`config.mk`:
```
export PLATFORM = sky130hd
export DESIGN_NAME = seg7_scan_driver
export DESIGN_NICKNAME = d
export VERILOG_FILES = /design/src/rtl/seg7_scan_driver.sv
export SDC_FILE = /design/constraint.sdc
export NUM_CORES = 1
export LEC_CHECK = 0
export CAP_MARGIN = 20
export CORE_MARGIN = 4
export CORE_UTILIZATION = 30
export CTS_CLUSTER_DIAMETER = 150
export DETAILED_ROUTE_END_ITERATION = 10
export SETUP_SLACK_MARGIN = 0.3
export SLEW_MARGIN = 30
export SYNTH_ARGS = -nofsm -noshare
export SYNTH_HDL_FRONTEND = slang
export SYNTH_SLANG_ARGS = --single-unit
```
`constraint.sdc`:
```
create_clock -name sysclk -period 2.9 [get_ports sysclk]
set_input_delay 0.58 -clock sysclk [delete_from_list [all_inputs] [get_ports sysclk]]
set_output_delay 0.58 -clock sysclk [all_outputs]
set_load 0.03 [all_outputs]
```
`src/rtl/seg7_scan_driver.sv`:
```
// Multiplexed seven-segment driver: scans DIGITS digits with a per-slot guard
// time, optional leading-zero blanking and a double-buffered load interface.
module seg7_scan_driver #(
   parameter int unsigned DIGITS         = 4,
   parameter int unsigned DIV            = 50000,
   parameter int unsigned GUARD          = 1,
   parameter bit          AN_ACTIVE_LOW  = 1'b1,
   parameter bit          SEG_ACTIVE_LOW = 1'b1,
   parameter bit          LZB            = 1'b0
) (
   input  logic                  sysclk,
   input  logic                  reset,
   input  logic                  load,
   input  logic [4*DIGITS-1:0]   data,
   input  logic [DIGITS-1:0]     dp_in,
   output logic [6:0]            cathodes,
   output logic                  dp,
   output logic [DIGITS-1:0]     AN,
   output logic                  frame_done,
   output logic                  pending
);

   localparam int unsigned DW = 4 * DIGITS;
   localparam int unsigned PW = $clog2(DIV);
   localparam int unsigned IW = $clog2(DIGITS);
   localparam logic [PW-1:0] PMAX = PW'(DIV - 1);
   localparam logic [IW-1:0] IMAX = IW'(DIGITS - 1);
   localparam logic [PW-1:0] GCNT = PW'(GUARD);

   logic [PW-1:0]     pcnt;
   logic [IW-1:0]     idx;
   logic [DW-1:0]     pend_data;
   logic [DIGITS-1:0] pend_dp;
   logic [DW-1:0]     disp_data;
   logic [DIGITS-1:0] disp_dp;

   logic              tick;
   logic              wrap;
   logic              commit;
   logic [3:0]        nib;
   logic [DW-1:0]     upper;
   logic              blank;
   logic [6:0]        seg_on;
   logic [DIGITS-1:0] an_on;
   logic [6:0]        cathodes_c;
   logic              dp_c;
   logic [DIGITS-1:0] an_c;

   // Active-high {g,f,e,d,c,b,a} pattern for one hex nibble.
   function automatic logic [6:0] hex2seg(input logic [3:0] h);
      logic [6:0] s;
      case (h)
         4'h0: s = 7'h3F;
         4'h1: s = 7'h06;
         4'h2: s = 7'h5B;
         4'h3: s = 7'h4F;
         4'h4: s = 7'h66;
         4'h5: s = 7'h6D;
         4'h6: s = 7'h7D;
         4'h7: s = 7'h07;
         4'h8: s = 7'h7F;
         4'h9: s = 7'h6F;
         4'hA: s = 7'h77;
         4'hB: s = 7'h7C;
         4'hC: s = 7'h39;
         4'hD: s = 7'h5E;
         4'hE: s = 7'h79;
         default: s = 7'h71;
      endcase
      return s;
   endfunction

   // Slot tick, frame boundary and commit qualifiers.
   always_comb begin
      tick   = (pcnt == PMAX);
      wrap   = tick && (idx == IMAX);
      commit = wrap && pending;
   end

   // Prescaler and digit index.
   always_ff @(posedge sysclk or negedge reset) begin
      if (!reset) begin
         pcnt <= '0;
         idx  <= '0;
      end else if (tick) begin
         pcnt <= '0;
         idx  <= (idx == IMAX) ? '0 : idx + 1'b1;
      end else begin
         pcnt <= pcnt + 1'b1;
      end
   end

   // Pending/display double buffer; a load coinciding with a commit is kept pending.
   always_ff @(posedge sysclk or negedge reset) begin
      if (!reset) begin
         pend_data  <= '0;
         pend_dp    <= '0;
         disp_data  <= '0;
         disp_dp    <= '0;
         pending    <= 1'b0;
         frame_done <= 1'b0;
      end else begin
         if (load) begin
            pend_data <= data;
            pend_dp   <= dp_in;
         end
         if (commit) begin
            disp_data <= pend_data;
            disp_dp   <= pend_dp;
         end
         pending    <= load | (pending & ~commit);
         frame_done <= commit;
      end
   end

   // Segment, decimal-point and anode values for the current slot.
   always_comb begin
      nib        = disp_data[{idx, 2'b00} +: 4];
      upper      = disp_data >> {idx, 2'b00};
      blank      = LZB && (idx != '0) && (upper == '0);
      seg_on     = blank ? 7'h00 : hex2seg(nib);
      an_on      = (pcnt < GCNT) ? '0 : (DIGITS'(1) << idx);
      cathodes_c = seg_on ^ {7{SEG_ACTIVE_LOW}};
      dp_c       = disp_dp[idx] ^ SEG_ACTIVE_LOW;
      an_c       = an_on ^ {DIGITS{AN_ACTIVE_LOW}};
   end

   // Registered pin drivers, all inactive in reset.
   always_ff @(posedge sysclk or negedge reset) begin
      if (!reset) begin
         cathodes <= {7{SEG_ACTIVE_LOW}};
         dp       <= SEG_ACTIVE_LOW;
         AN       <= {DIGITS{AN_ACTIVE_LOW}};
      end else begin
         cathodes <= cathodes_c;
         dp       <= dp_c;
         AN       <= an_c;
      end
   end

endmodule

```
-- Word level (Yosys, flattened, before mapping)
Memories as Yosys holds them, arrays and structs flattened.
Cells that the tools add are included.
- flip-flop bits (word level): 72
- output and inout bits: 14
- bits in read-only memories: 112
- input bits: 23
- memories: 1
- word-level logic and storage cells: 33
- bitwise gates (word level): 6
- shift-type cells: 2
- equality and inequality tests: 2
- reductions and logical operators: 2
- multiplexer cells: 5
- magnitude comparators: 2
- add/sub/neg operators: 2
- memories (memory ; words ; bits a word ; rd ports ; clocked after Yosys merged registers in ; wr ports ; RTL line ; source):
    (no name shown) ; 16 ; 7 ; 1 ; 0 ; 0 ; 52 ; case (h)
- operators by type and width (cell ; number):
    $add 16x1->16 const B ; 1
    $eq 16x16->1 const B ; 1
    $lt 16x1->1 const B ; 1
    $mux 16 ; 1
    $shiftx 16x5->4 ; 1
    $not 7->7 ; 1
    $mux 4 ; 1
    $not 4->4 ; 1
    $shl 1x2->4 const A ; 1
    $lt 2x3->1 const B ; 1
    $add 2x1->2 const B ; 1
    $bmux 1 s2 ; 1
    $eq 2x2->1 const B ; 1
    $logic_and 1x1->1 ; 2
    $mux 2 ; 1
    $not 1->1 ; 2
    $and 1x1->1 ; 1
    $mux 1 ; 1
    $or 1x1->1 ; 1

-- Depth between registers and ports, before layout
- depth in word-level cells: 6
- mapped depth: 8
- gate-level depth less buffers: 7

-- Least setup slack after synthesis
OpenSTA, ideal clock, no wires.
- path type: reg2reg
- start point: register pcnt[5]
- end point: register disp_data[0]
- slack: 0.899 ns
- arrival: 1.876 ns
- required time: 2.775 ns
- stages on the path, launching flop included: 7
- path buffers: 1
- setup time: 0.125 ns
- period minus slack after synthesis: 2.001 ns
- cell sequence: dfrtp_1 > nor4_4 > nand2_2 > nor4_4 > and3_4 > buf_12 > mux2_4
- word-level cells in the longest chain between the ends: 3
- RTL lines (element ; RTL line ; source):
    start, declared ; 30 ; logic [PW-1:0] pcnt;
    start signal, assigned ; 89 ; pcnt <= pcnt + 1'b1;
    $eq 16x16->1 ; 75 ; tick = (pcnt == PMAX);
    $logic_and 1x1->1 ; 76 ; wrap = tick && (idx == IMAX);
    $logic_and 1x1->1 ; 77 ; commit = wrap && pending;
    end signal, assigned ; 108 ; disp_data <= pend_data;
    end, declared ; 34 ; logic [DW-1:0] disp_data;
No other way between the ends.
A chain may end at the register's enable or synchronous reset.

-- Worst setup path in the final report
- start point: register pcnt[5]
- end point: register disp_dp[3]
- word-level cells in the longest chain between the ends: 3
- RTL lines (element ; RTL line ; source):
    $eq 16x16->1 ; 75 ;
    $logic_and 1x1->1 ; 76 ;
    $logic_and 1x1->1 ; 77 ;
    end signal, assigned ; 109 ; disp_dp <= pend_dp;
    end, declared ; 35 ; logic [DIGITS-1:0] disp_dp;
No other way between the ends.

==> insert_results.sql <==
INSERT INTO impl_metrics (metric_group, metric, value, unit) VALUES
('global_routing', 'antenna_found_initial', '0', ''),
('hold_path', 'hold_class', 'primary input to async pin', ''),
('drt', 'post-route-drc-count', '0', ''),
('final_layout', 'final_cells', '431', ''),
('drt', 'ant_nets', '0', ''),
('critical_path', 'critical_path_class', 'register to register', ''),
('power_and_ir_drop', 'power.clock.fraction', '42.1', '%'),
('clocking', 'cts.sink_count', '72', ''),
('critical_path', 'startpoint_type', 'register', ''),
('status', 'run_status', 'completed', ''),
('global_routing', 'number_of_global_route_vias_before_repair', '2023', ''),
('logic_synthesis', 'synth_compound_gate_area_share', '2.77', '%'),
('critical_path', 'cell_by_cell_trace_of_the_critical_path', 'nor4_4 -> nand2_2 -> nor4_4 -> and3_4 -> mux2_4', ''),
('logic_synthesis', 'synth-main-ff-cell', 'sky130_fd_sc_hd__dfrtp_1', ''),
('power_and_ir_drop', 'fin_total_pwr', '1960', 'µW'),
('global_routing', 'grt_max_degree', '73', ''),
('logic_synthesis', 'syn-mean-instance-area', '13.5', 'µm²'),
('place', 'dp_hpwl', '4030', 'µm'),
('final_layout', 'register_cell_area_after_layout', '0.00182', 'mm²'),
('critical_path', 'worstSetupEndpointType', 'register', ''),
('place', 'gp_routability_congestion', '0.749', ''),
('floorplan', 'placementRows', '38', ''),
('global_routing', 'grt_first_pass_wirelength', '9870', 'µm'),
('logic_synthesis', 'mux_share_of_post_synthesis_cell_area', '20.4', '%'),
('critical_path', 'critical_path.reg2reg.startpoint', 'pcnt[5]', ''),
('clocking', 'clock_latency_reported_for_the_late_side_of_the_worst_skew_pair', '0.35', 'ns'),
('final_layout', 'ant_diodes', '0', ''),
('power_and_ir_drop', 'switching_share', '23.7', '%'),
('power_and_ir_drop', 'p_per_area', '490', 'mW/mm²'),
('sta', 'tns', '0', 'ns'),
('place', 'port_buffers', '36', ''),
('clocking', 'clock_tree.root_cell', 'sky130_fd_sc_hd__clkbuf_8', ''),
('logic_synthesis', 'synth_nets', '279', ''),
('final_layout', 'flow.area_growth_from_synthesis', '21.2', '%'),
('logic_synthesis', 'synth_xor_area_share', '3.19', '%'),
('floorplan', 'design.core.area', '0.0108', 'mm²'),
('critical_path', 'cp.arrival', '2.37', 'ns'),
('power_and_ir_drop', 'seq_power_share', '53.4', '%'),
('sta', 'timing_max_transition_violations_final', '0', ''),
('drt', 'drtPass1Iterations', '4', ''),
('final_layout', 'final_net_count', '321', ''),
('power_and_ir_drop', 'irDropWorstVdd', '0.229', 'mV'),
('sta', 'finalCriticalPeriod', '2.13', 'ns'),
('critical_path', 'setup_slack_on_the_worst_flop_to_flop_path', '0.77', 'ns'),
('clocking', 'cts_buffer_depth', '2', ''),
('final_layout', 'n_fill_cell', '1046', ''),
('final_layout', 'post_route_cells_drive_above_1_share', '28.9', '%'),
('sta', 'timing.fmax', '469', 'MHz'),
('sta', 'relSlewSlack', '56.8', '%'),
('sta', 'timing_hold_violations_final', '0', ''),
('floorplan', 'area_of_the_die', '0.0127', 'mm²'),
('floorplan', 'die_width', '113', 'µm'),
('drt', 'route.detailed.vias_per_inst', '4.54', ''),
('power_and_ir_drop', 'comb_power_share', '4.4', '%'),
('critical_path', 'maximum_single_stage_delay_on_the_critical_path', '0.48', 'ns'),
('critical_path', 'worstPathRequired', '3.14', 'ns'),
('sta', 'fin_worst_skew', '0.00958', 'ns'),
('drt', 'num_vias', '1956', ''),
('logic_synthesis', 'yosys.area_share.simple', '10.8', '%'),
('sta', 'worstMarginPinSlew', '0.648', 'ns'),
('final_layout', 'mostFrequentLayoutCell', 'sky130_fd_sc_hd__dfrtp_1', ''),
('clocking', 'tritoncts', 'done', ''),
('global_routing', 'globalRoute.totalOverflow', '0', ''),
('logic_synthesis', 'postSynthRegisterBits', '72', ''),
('final_layout', 'multiInputGateArea', '0.00137', 'mm²'),
('power_and_ir_drop', 'leakage', '0.00169', 'µW'),
('logic_synthesis', 'netlist-cell-type-count', '35', ''),
('logic_synthesis', 'synth-edff-count', '0', ''),
('clocking', 'clock_tree.htree_level_count', '3', ''),
('sta', 'rsz0062_at_grt', 'no', ''),
('critical_path', 'crit_path_max_fanout', '20', '');
## area by class of cell
type,instances,area share (%)
Clock inverter,7,2.07
Clock buffer,9,3.10
Tap cell,140,4.38
Multi-Input combinational cell,152,34.4
Timing Repair Buffer,39,9.54
Sequential cell,72,45.4
Inverter,12,1.13
## power groups by stage
stage	logic [µW]	clock network, µW	registers, µW
floorplan	34.2	0	1060
global placement	86.7	0	1070
detailed placement	89.5	0	1070
CTS	89.6	852	1050
global route	96.8	898	1050
finish	86.7	826	1050
## logic make-up after synthesis
family,Yosys count
flops,72
mux,48
buf+inv,20
xor+xnor,12
simple gates,65
fa+ha+maj,12
compound gates,15
## Yosys cell counts, types with 3 or more instances
cell type / instances / area, µm²
sky130_fd_sc_hd__dfrtp_1: 60 / 1500
sky130_fd_sc_hd__mux2_2: 23 / 259
sky130_fd_sc_hd__mux2_4: 20 / 300
sky130_fd_sc_hd__nand2_1: 17 / 63.8
sky130_fd_sc_hd__nor2_1: 14 / 52.6
sky130_fd_sc_hd__dfstp_2: 12 / 315
sky130_fd_sc_hd__ha_1: 12 / 150
sky130_fd_sc_hd__inv_1: 12 / 45.0
sky130_fd_sc_hd__nand3_1: 7 / 35.0
sky130_fd_sc_hd__o21ai_0: 6 / 30.0
sky130_fd_sc_hd__xnor2_1: 6 / 52.6
sky130_fd_sc_hd__xor2_1: 6 / 52.6
sky130_fd_sc_hd__clkbuf_1: 5 / 18.8
sky130_fd_sc_hd__mux4_2: 5 / 113
sky130_fd_sc_hd__nand4_1: 5 / 31.3
sky130_fd_sc_hd__nor3_1: 4 / 20.0
sky130_fd_sc_hd__and2_1: 3 / 18.8
sky130_fd_sc_hd__nor2b_1: 3 / 18.8
sky130_fd_sc_hd__nor4_1: 3 / 18.8
## worst max-delay path by stage
stage / start / end / slack [ns] / cells after the start
finish: pcnt[5] / disp_dp[3] / 0.77 / 5
global route: idx[0] / cathodes[3] / 0.54 / 7
CTS: pcnt[5] / disp_data[0] / 0.75 / 5
detailed placement: pcnt[5] / disp_dp[3] / 0.76 / 5
global placement: idx[0] / cathodes[3] / 0.79 / 6
floorplan: pcnt[5] / disp_data[0] / 0.90 / 6
## registers in the layout, summed over array words and instances, names as in the netlist
name,count
idx,2
frame_done,1
disp_dp,4
cathodes,7
pending,1
pend_dp,4
AN,4
disp_data,16
pcnt,16
dp,1
pend_data,16
## per-layer routing
layer | part of all wire (%) | vias up | global-route usage (%)
li1 | - | 930 | -
met1 | 48 | 981 | 13.4
met2 | 46 | 36 | 14.6
met3 | 3.8 | 9 | 2.19
met4 | 2.0 | 0 | 4.81
met5 | 0 | - | 0
## worst reg2reg max path, cell delays in order, from the launching register on
cell                      delay (ns)
sky130_fd_sc_hd__dfrtp_1        0.44
sky130_fd_sc_hd__nor4_4         0.34
sky130_fd_sc_hd__nand2_2        0.12
sky130_fd_sc_hd__nor4_4         0.30
sky130_fd_sc_hd__and3_4         0.48
sky130_fd_sc_hd__mux2_4         0.35
## metrics by stage
stage                     setup slack (ns)  area [µm²]  utilization (%)
after floorplan                      0.899        3300                -
after global placement               0.788        3790             35.1
after detailed placement             0.765        3790             35.1
after CTS                            0.750        4000             37.0
after global routing                 0.540        4000             37.1
final                                0.769        4000             37.1
Power figures use the tool's default switching activity.
